$ cat config.mk
export PLATFORM = sky130hd
export DESIGN_NAME = pipe_hazard_ctrl
export DESIGN_NICKNAME = d
export VERILOG_FILES = /design/src/rtl/pipe_hazard_ctrl.sv
export SDC_FILE = /design/constraint.sdc
export NUM_CORES = 1
export LEC_CHECK = 0
export ABC_AREA = 1
export BUFFER_PORTS_ARGS = -buffer_cell sky130_fd_sc_hd__buf_4
export CAP_MARGIN = 20
export CORE_MARGIN = 8
export CORE_UTILIZATION = 27
export DETAILED_ROUTE_END_ITERATION = 10
export PLACE_DENSITY = 0.54
export SETUP_SLACK_MARGIN = 0.15
export SLEW_MARGIN = 20
export SYNTH_ARGS = -nofsm -noshare
export SYNTH_HDL_FRONTEND = slang
export SYNTH_SLANG_ARGS = --single-unit
$ cat constraint.sdc
create_clock -name clk -period 2.3 [get_ports clk]
set_clock_uncertainty 0.15 [all_clocks]
set_input_delay 0.23 -clock clk [delete_from_list [all_inputs] [get_ports clk]]
set_output_delay 0.23 -clock clk [all_outputs]
set_load 0.05 [all_outputs]
$ cat src/rtl/pipe_hazard_ctrl.sv
`default_nettype none
// ============================================================================
// Module   : pipe_hazard_ctrl
// Brief    : Front-end pipeline sequencer: load-use bubbles, jump flushes,
//            memory freeze, and saturating stall/flush event counters.
// Revision : 1.0  initial release
// ============================================================================
module pipe_hazard_ctrl #(
    parameter int REG_W        = 6,
    parameter int LOAD_STALL   = 1,
    parameter int FLUSH_CYCLES = 2,
    parameter int CNT_W        = 16
) (
    input  logic             clk,
    input  logic             reset,
    input  logic             dec_valid,
    input  logic [REG_W-1:0] dec_selA,
    input  logic [REG_W-2:0] dec_selB,
    input  logic             dec_uses_a,
    input  logic             dec_uses_b,
    input  logic             ex_valid,
    input  logic             ex_is_load,
    input  logic [REG_W-1:0] ex_selOut,
    input  logic             jmp_taken,
    input  logic             mem_busy,
    output logic             fetch_en,
    output logic             ifid_flush,
    output logic             decl_en,
    output logic             decl_flush,
    output logic             exl_en,
    output logic [1:0]       state_o,
    output logic [CNT_W-1:0] stall_cnt,
    output logic [CNT_W-1:0] flush_cnt
);

    typedef enum logic [1:0] {
        ST_RUN    = 2'd0,
        ST_LSTALL = 2'd1,
        ST_FLUSH  = 2'd2,
        ST_FREEZE = 2'd3
    } state_t;

    localparam logic [2:0]       C_LOAD_RC  = 3'(LOAD_STALL - 1);
    localparam logic [2:0]       C_FLUSH_RC = 3'(FLUSH_CYCLES - 1);
    localparam logic [CNT_W-1:0] C_CNT_MAX  = '1;

    state_t           r_state;
    state_t           r_resume;
    logic [2:0]       r_rc;
    logic [CNT_W-1:0] r_stall_cnt;
    logic [CNT_W-1:0] r_flush_cnt;

    logic [REG_W-1:0] w_sel_b_ext;
    logic             w_hz;
    logic             w_stall_inc;
    logic             w_flush_inc;

    assign w_sel_b_ext = {1'b0, dec_selB};

    // Register 0 is hard-wired, so a load targeting it never creates a dependency.
    assign w_hz = dec_valid && ex_valid && ex_is_load && (ex_selOut != '0) &&
                  ((dec_uses_a && (dec_selA == ex_selOut)) ||
                   (dec_uses_b && (w_sel_b_ext == ex_selOut)));

    always_comb begin
        fetch_en    = 1'b0;
        ifid_flush  = 1'b0;
        decl_en     = 1'b0;
        decl_flush  = 1'b0;
        exl_en      = 1'b0;
        w_stall_inc = 1'b0;
        w_flush_inc = 1'b0;
        if (reset) begin
            ifid_flush = 1'b1;
            decl_flush = 1'b1;
        end else if (mem_busy) begin
            w_stall_inc = 1'b1;
        end else if (jmp_taken) begin
            fetch_en    = 1'b1;
            ifid_flush  = 1'b1;
            decl_flush  = 1'b1;
            exl_en      = 1'b1;
            w_flush_inc = 1'b1;
        end else begin
            case (r_state)
                ST_FLUSH: begin
                    fetch_en   = 1'b1;
                    decl_flush = 1'b1;
                    exl_en     = 1'b1;
                end
                ST_LSTALL: begin
                    decl_flush  = 1'b1;
                    exl_en      = 1'b1;
                    w_stall_inc = 1'b1;
                end
                ST_RUN: begin
                    if (w_hz) begin
                        decl_flush  = 1'b1;
                        exl_en      = 1'b1;
                        w_stall_inc = 1'b1;
                    end else begin
                        fetch_en = 1'b1;
                        decl_en  = 1'b1;
                        exl_en   = 1'b1;
                    end
                end
                default: ; // freeze exit cycle: pipeline stays parked one more cycle
            endcase
        end
    end

    always_ff @(posedge clk) begin
        if (reset) begin
            r_state     <= ST_RUN;
            r_resume    <= ST_RUN;
            r_rc        <= 3'd0;
            r_stall_cnt <= '0;
            r_flush_cnt <= '0;
        end else begin
            if (w_stall_inc && (r_stall_cnt != C_CNT_MAX))
                r_stall_cnt <= r_stall_cnt + CNT_W'(1);
            if (w_flush_inc && (r_flush_cnt != C_CNT_MAX))
                r_flush_cnt <= r_flush_cnt + CNT_W'(1);

            if (mem_busy) begin
                // Only the first frozen cycle captures where to resume.
                if (r_state != ST_FREEZE)
                    r_resume <= r_state;
                r_state <= ST_FREEZE;
            end else if (jmp_taken) begin
                if (FLUSH_CYCLES > 1) begin
                    r_state <= ST_FLUSH;
                    r_rc    <= C_FLUSH_RC;
                end else begin
                    r_state <= ST_RUN;
                    r_rc    <= 3'd0;
                end
            end else begin
                case (r_state)
                    ST_FREEZE: r_state <= r_resume;
                    ST_FLUSH, ST_LSTALL: begin
                        r_rc <= r_rc - 3'd1;
                        if (r_rc <= 3'd1)
                            r_state <= ST_RUN;
                    end
                    default: begin
                        if (w_hz && (LOAD_STALL > 1)) begin
                            r_state <= ST_LSTALL;
                            r_rc    <= C_LOAD_RC;
                        end
                    end
                endcase
            end
        end
    end

    assign state_o   = r_state;
    assign stall_cnt = r_stall_cnt;
    assign flush_cnt = r_flush_cnt;

endmodule
`default_nettype wire
# Word-level counts from Yosys, hierarchy flattened
# Index checks and enable logic that the tools add are counted.
op_classes:
  add_sub_neg: 3
  mul: 0
  n_div: 0
  order_cmp: 1
  eq_ne: 9
  shift: 0
  n_mux: 32
  bitwise_logic: 1
  reduce_logical: 18
ops:
  columns: ["cell", "count"]
  rows:
  - ["16-bit by 1-bit adder with 16-bit output, second input constant", 2]
  - ["16-bit != test, second input constant", 2]
  - ["1-bit two-way mux", 23]
  - ["1-bit logical AND", 8]
  - ["5-bit by 6-bit == test with 1-bit output", 1]
  - ["6-bit == test", 1]
  - ["2-bit two-way mux", 3]
  - ["3-bit two-way mux", 2]
  - ["1-bit case mux with 2 select lines", 3]
  - ["2-bit AND reduction", 3]
  - ["6-bit nonzero test", 1]
  - ["2-bit == test, second input constant", 2]
  - ["4-bit by 1-bit != test with 1-bit output, second input constant", 1]
  - ["2-bit case mux with 2 select lines", 1]
  - ["4-bit nonzero test", 1]
  - ["3-bit by 1-bit less-or-equal comparator with 1-bit output, second input constant", 1]
  - ["3-bit OR reduction", 1]
  - ["3-bit by 1-bit subtractor with 3-bit output, second input constant", 1]
  - ["2-bit by 1-bit == test with 1-bit output, second input constant", 1]
  - ["2-bit logical NOT", 1]
  - ["2-bit != test, second input constant", 1]
  - ["2-bit nonzero test", 1]
  - ["2-bit OR reduction", 1]
  - ["1-bit logical OR", 1]
  - ["1-bit NOT", 1]
totals:
  ff_bits: 39
  latch_bits: 0
  ram_bits: 0
  mem_bits_ro: 0
  in_bits: 26
  out_inout_bits: 39
  memories: 0

# Logic depth before layout (Yosys ltp)
depth:
  depth_word: 10
  mapped_depth: 14
  mapped_depth_nobuf: 14

# Least setup slack after synthesis
# OpenSTA, ideal clock, no wires.
synth_timing:
  path_kind: "register to output"
  start: "register r_state[1], in the netlist state_o[1]"
  end: "output port fetch_en"
  arrival_ns: 2.148
  required_time_ns: 1.920
  path_slack_ns: -0.228
  stages_incl_launch_ff: 4
  path_buffers: 0
  path_cell_list: "dfxtp_1 -> ha_1 -> nor2_1 -> a211oi_1"
synth_via:
  elab_chain_cells: 5
synth_lines:
  columns: ["element", "line", "text"]
  rows:
  - ["from (decl)", "47", "state_t r_state;"]
  - ["from (signal assigned)", "140", "ST_FREEZE: r_state <= r_resume;"]
  - ["2-bit == test / 2-bit logical NOT (equally long branches)", "85", "case (r_state)"]
  - ["1-bit case mux with 2 select lines (*)", "85", null]
  - ["1-bit two-way mux (*)", "78", "end else if (jmp_taken) begin"]
  - ["1-bit two-way mux (*)", "76", "end else if (mem_busy) begin"]
  - ["1-bit two-way mux (*)", "73", "if (reset) begin"]
  - ["to (decl)", "26", "output logic fetch_en,"]
# Mark *: on every way between the ends. The rest lies on a longest branch, timed or not.

# Worst setup path in the final report
layout_timing:
  start: "register r_state[1], in the netlist state_o[1]"
  end: "output port decl_flush"
layout_via:
  elab_chain_cells: 6
layout_lines:
  columns: ["element", "line", "text"]
  rows:
  - ["2-bit == test / 2-bit by 1-bit == test with 1-bit output (equally long branches)", "85", null]
  - ["2-bit OR reduction (no source line)", null, null]
  - ["1-bit case mux with 2 select lines (*)", "85", null]
  - ["1-bit two-way mux (*)", "78", null]
  - ["1-bit two-way mux (*)", "76", null]
  - ["1-bit two-way mux (*)", "73", null]
  - ["to (decl)", "29", "output logic decl_flush,"]
# Marked as above.

==> flow_summary.toml <==
[status]
status = "finished, final reports clean"

[clocking]
cts_hold_buf = 0
insertion_delay_ps = 290
numCtsBuffers = 5
clock-root-buffer = "clkbuf_8"
cts_tree = "built"
htree_levels = 2
clk_pin_slew_ps = 80
clock_path_buffers = 2
clock-sinks = 39

[power]
p_leak_nw = 1.370
peakVddDrop_mv = 0.2344
pwr_density_cell_nw_per_um2 = 492.4

[yosys]
synthArstFlopShare_pct = 0
ys_seq_area_share_pct = 30.75
synth.distinct_cells = 36
yosysMostFrequentCell = "nand2_1"
yosysTopAreaCellShare_pct = 30.75
synthCells = 368
ys_top_cells_by_area = "dfxtp_1 (31%), nand2_1 (11%), a21oi_1 (5.7%)"
ys_dominant_reg_cell = "dfxtp_1"
synth.net_count = 402
yosysWarnings = 0
synth_area_um2 = 2539
synthTopCellsByCount = "nand2_1 (76), dfxtp_1 (39), nor2_1 (37), inv_1 (34), a21oi_1 (29)"
syn_area_per_cell_um2 = 6.899
ys_ff_latch = 39
synth_edf_count = 0
yosys.area.top_type = "dfxtp_1"

[critical_path]
end_kind = "primary output"
cp-startpoint = "state_o[1]"
critPathArrivalTime_ps = 1670
max_stage_delay_ps = 370
reg2reg_from = "flush_cnt[0]"
path_class = "flip-flop to primary output"
crit_required_ps = 1920
regToRegSetupSlack_ps = 400
r2r-end = "flush_cnt[12]"
worst_path_max_delay_cell = "dfxtp_2"
ff2ff_path_depth = 10
cp_max_fo = 5
worstPathCellList = "inv_1 -> ha_4 -> nor2_2 -> a21oi_1 -> or2_2 -> buf_4"
start_kind = "flip-flop"

[cells_and_area]
drive_above_1_share_pct = 30.28
fillers = 974
final_cell_area_um2 = 3287
final_cells = 547
fin_nets = 469
area_growth_pct = 29.47
diodes = 0

[detailed_routing]
drtPass1Iterations = 4
wl_per_cell_um = 12.61
drc = 0
antenna_left = 0
drtIter0Drc = 158
drt_wl_total_mm = 6.900
vias = 2532
viasPerCell = 4.629

[placement]
place_ws_ps = 363.9
dpl_cell_area_um2 = 3144
io_buffers = 64
dp_cells = 538
dpl.hpwl_mm = 5.202
gp_congestion = 0.8368

[worst_hold_path]
hold_path_end = "state_o[0]"
hold_depth = 3
hp-start = "mem_busy"
min_path_type = "primary input to flip-flop"

[timing]
fin_ws_ps = 248.4
slew_viol_final = 0
fmax_ghz = 0.4874
finalHoldWorstSlack_ps = 133.7
grt_setup_unrepaired = "false"
min_period_over_period_pct = 89.20
slew_headroom_pct = 76.11
tightest_slew_ps = 358.3
period_needed_ps = 2052
setup_tns_ps = 0
finalHoldViolations = 0
setup_viol = 0

[floorplanning]
initial_core_util_pct = 27.61
placementRows = 35
core_um2 = 9196
dieHeight_um = 113.0
die_w_um = 113.0
io_pins = 65
die-area_um2 = 12760

[grt]
grt_pass1_vias = 2430
grt_pass1_wl_mm = 11.65
antenna_found_initial = 0
track_usage_pct = 10.90
grt_max_degree = 26
gr-total-overflow = 0

[run]
cap_violations = 0
==> repair_timing <==
item	4_1_cts	5_1_grt
gates resized for setup	2	2
setup buffers	1	0
setup endpoints to repair	1	2
pin swaps	1	1
==> through the flow <==
step	util [%]	power (mW)
6_report	35.74	1.619
3_3_place_gp	34.19	1.010
4_1_cts	35.71	1.639
3_5_place_dp	34.19	1.012
5_1_grt	35.74	1.703
2_1_floorplan	-	0.9204
==> sequential cells by signal, summed over array words and instances, names as in the netlist <==
register and flops:
flush_cnt 16, stall_cnt 16, r_resume 2, state_o 2
r_rc 3
==> worst max path at each step <==
stage / to / depth (start not counted)
after global placement: stall_cnt[0] / 10
after CTS: decl_flush / 6
after detailed placement: stall_cnt[13] / 9
after floorplan: stall_cnt[7] / 10
final: decl_flush / 6
after global routing: decl_flush / 6
==> per-layer routing <==
layer | global-route usage [%] | routed length (um) | up-vias
met3 | 3.035 | 404 | 6
met2 | 17.44 | 3161 | 61
met1 | 14.07 | 3277 | 1131
met5 | 0 | 0 | -
li1 | - | - | 1334
met4 | 2.931 | 56 | 0
==> worst max-delay path: cells and delay by family (launching register included) <==
kind	cells	cell delay, ps
simple gates	2	400
flops	1	370
buf+inv	2	290
fa+ha+maj	1	240
compound gates	1	80
==> logic make-up after synthesis <==
kind of cell,synth area share [%]
AND/OR/NAND/NOR,36.32
AO/OA/AOI/OAI,13.95
XOR/XNOR,5.865
buffers and inverters,9.167
adder cells (fa/ha/maj),3.943
flip-flops,30.75
==> layout make-up <==
type	instances	area (um2)	area share [%]
timing repair buffer	69	518.0	15.76
clock buffer	6	82.58	2.512
tap	111	138.9	4.225
clock inverter	2	35.03	1.066
sequential	39	785.8	23.91
multi-input combinational	273	1550	47.16
inverter	47	176.4	5.367
==> cells in the final DEF (no fill, tap or decap), drive strengths merged <==
| master | instances |
|---|---|
| a211oi | 2 |
| a21oi | 38 |
| a31oi | 1 |
| and2 | 1 |
| buf | 69 |
| bufinv | 1 |
| clkbuf | 6 |
| clkinv | 2 |
| dfxtp | 39 |
| ha | 8 |
| inv | 46 |
| nand2 | 91 |
| nand3 | 23 |
| nand4 | 20 |
| nor2 | 40 |
| nor3 | 9 |
| nor4 | 1 |
| o21ai | 16 |
| o21bai | 2 |
| o22ai | 1 |
| o31ai | 1 |
| or2 | 2 |
| xnor2 | 8 |
| xor2 | 9 |
==> power by group <==
part | internal, mW | switching, mW
sequential | 0.692 | 0.0162
clock | 0.352 | 0.257
combinational | 0.110 | 0.192
Note: power is estimated with default switching activity, not from simulation.
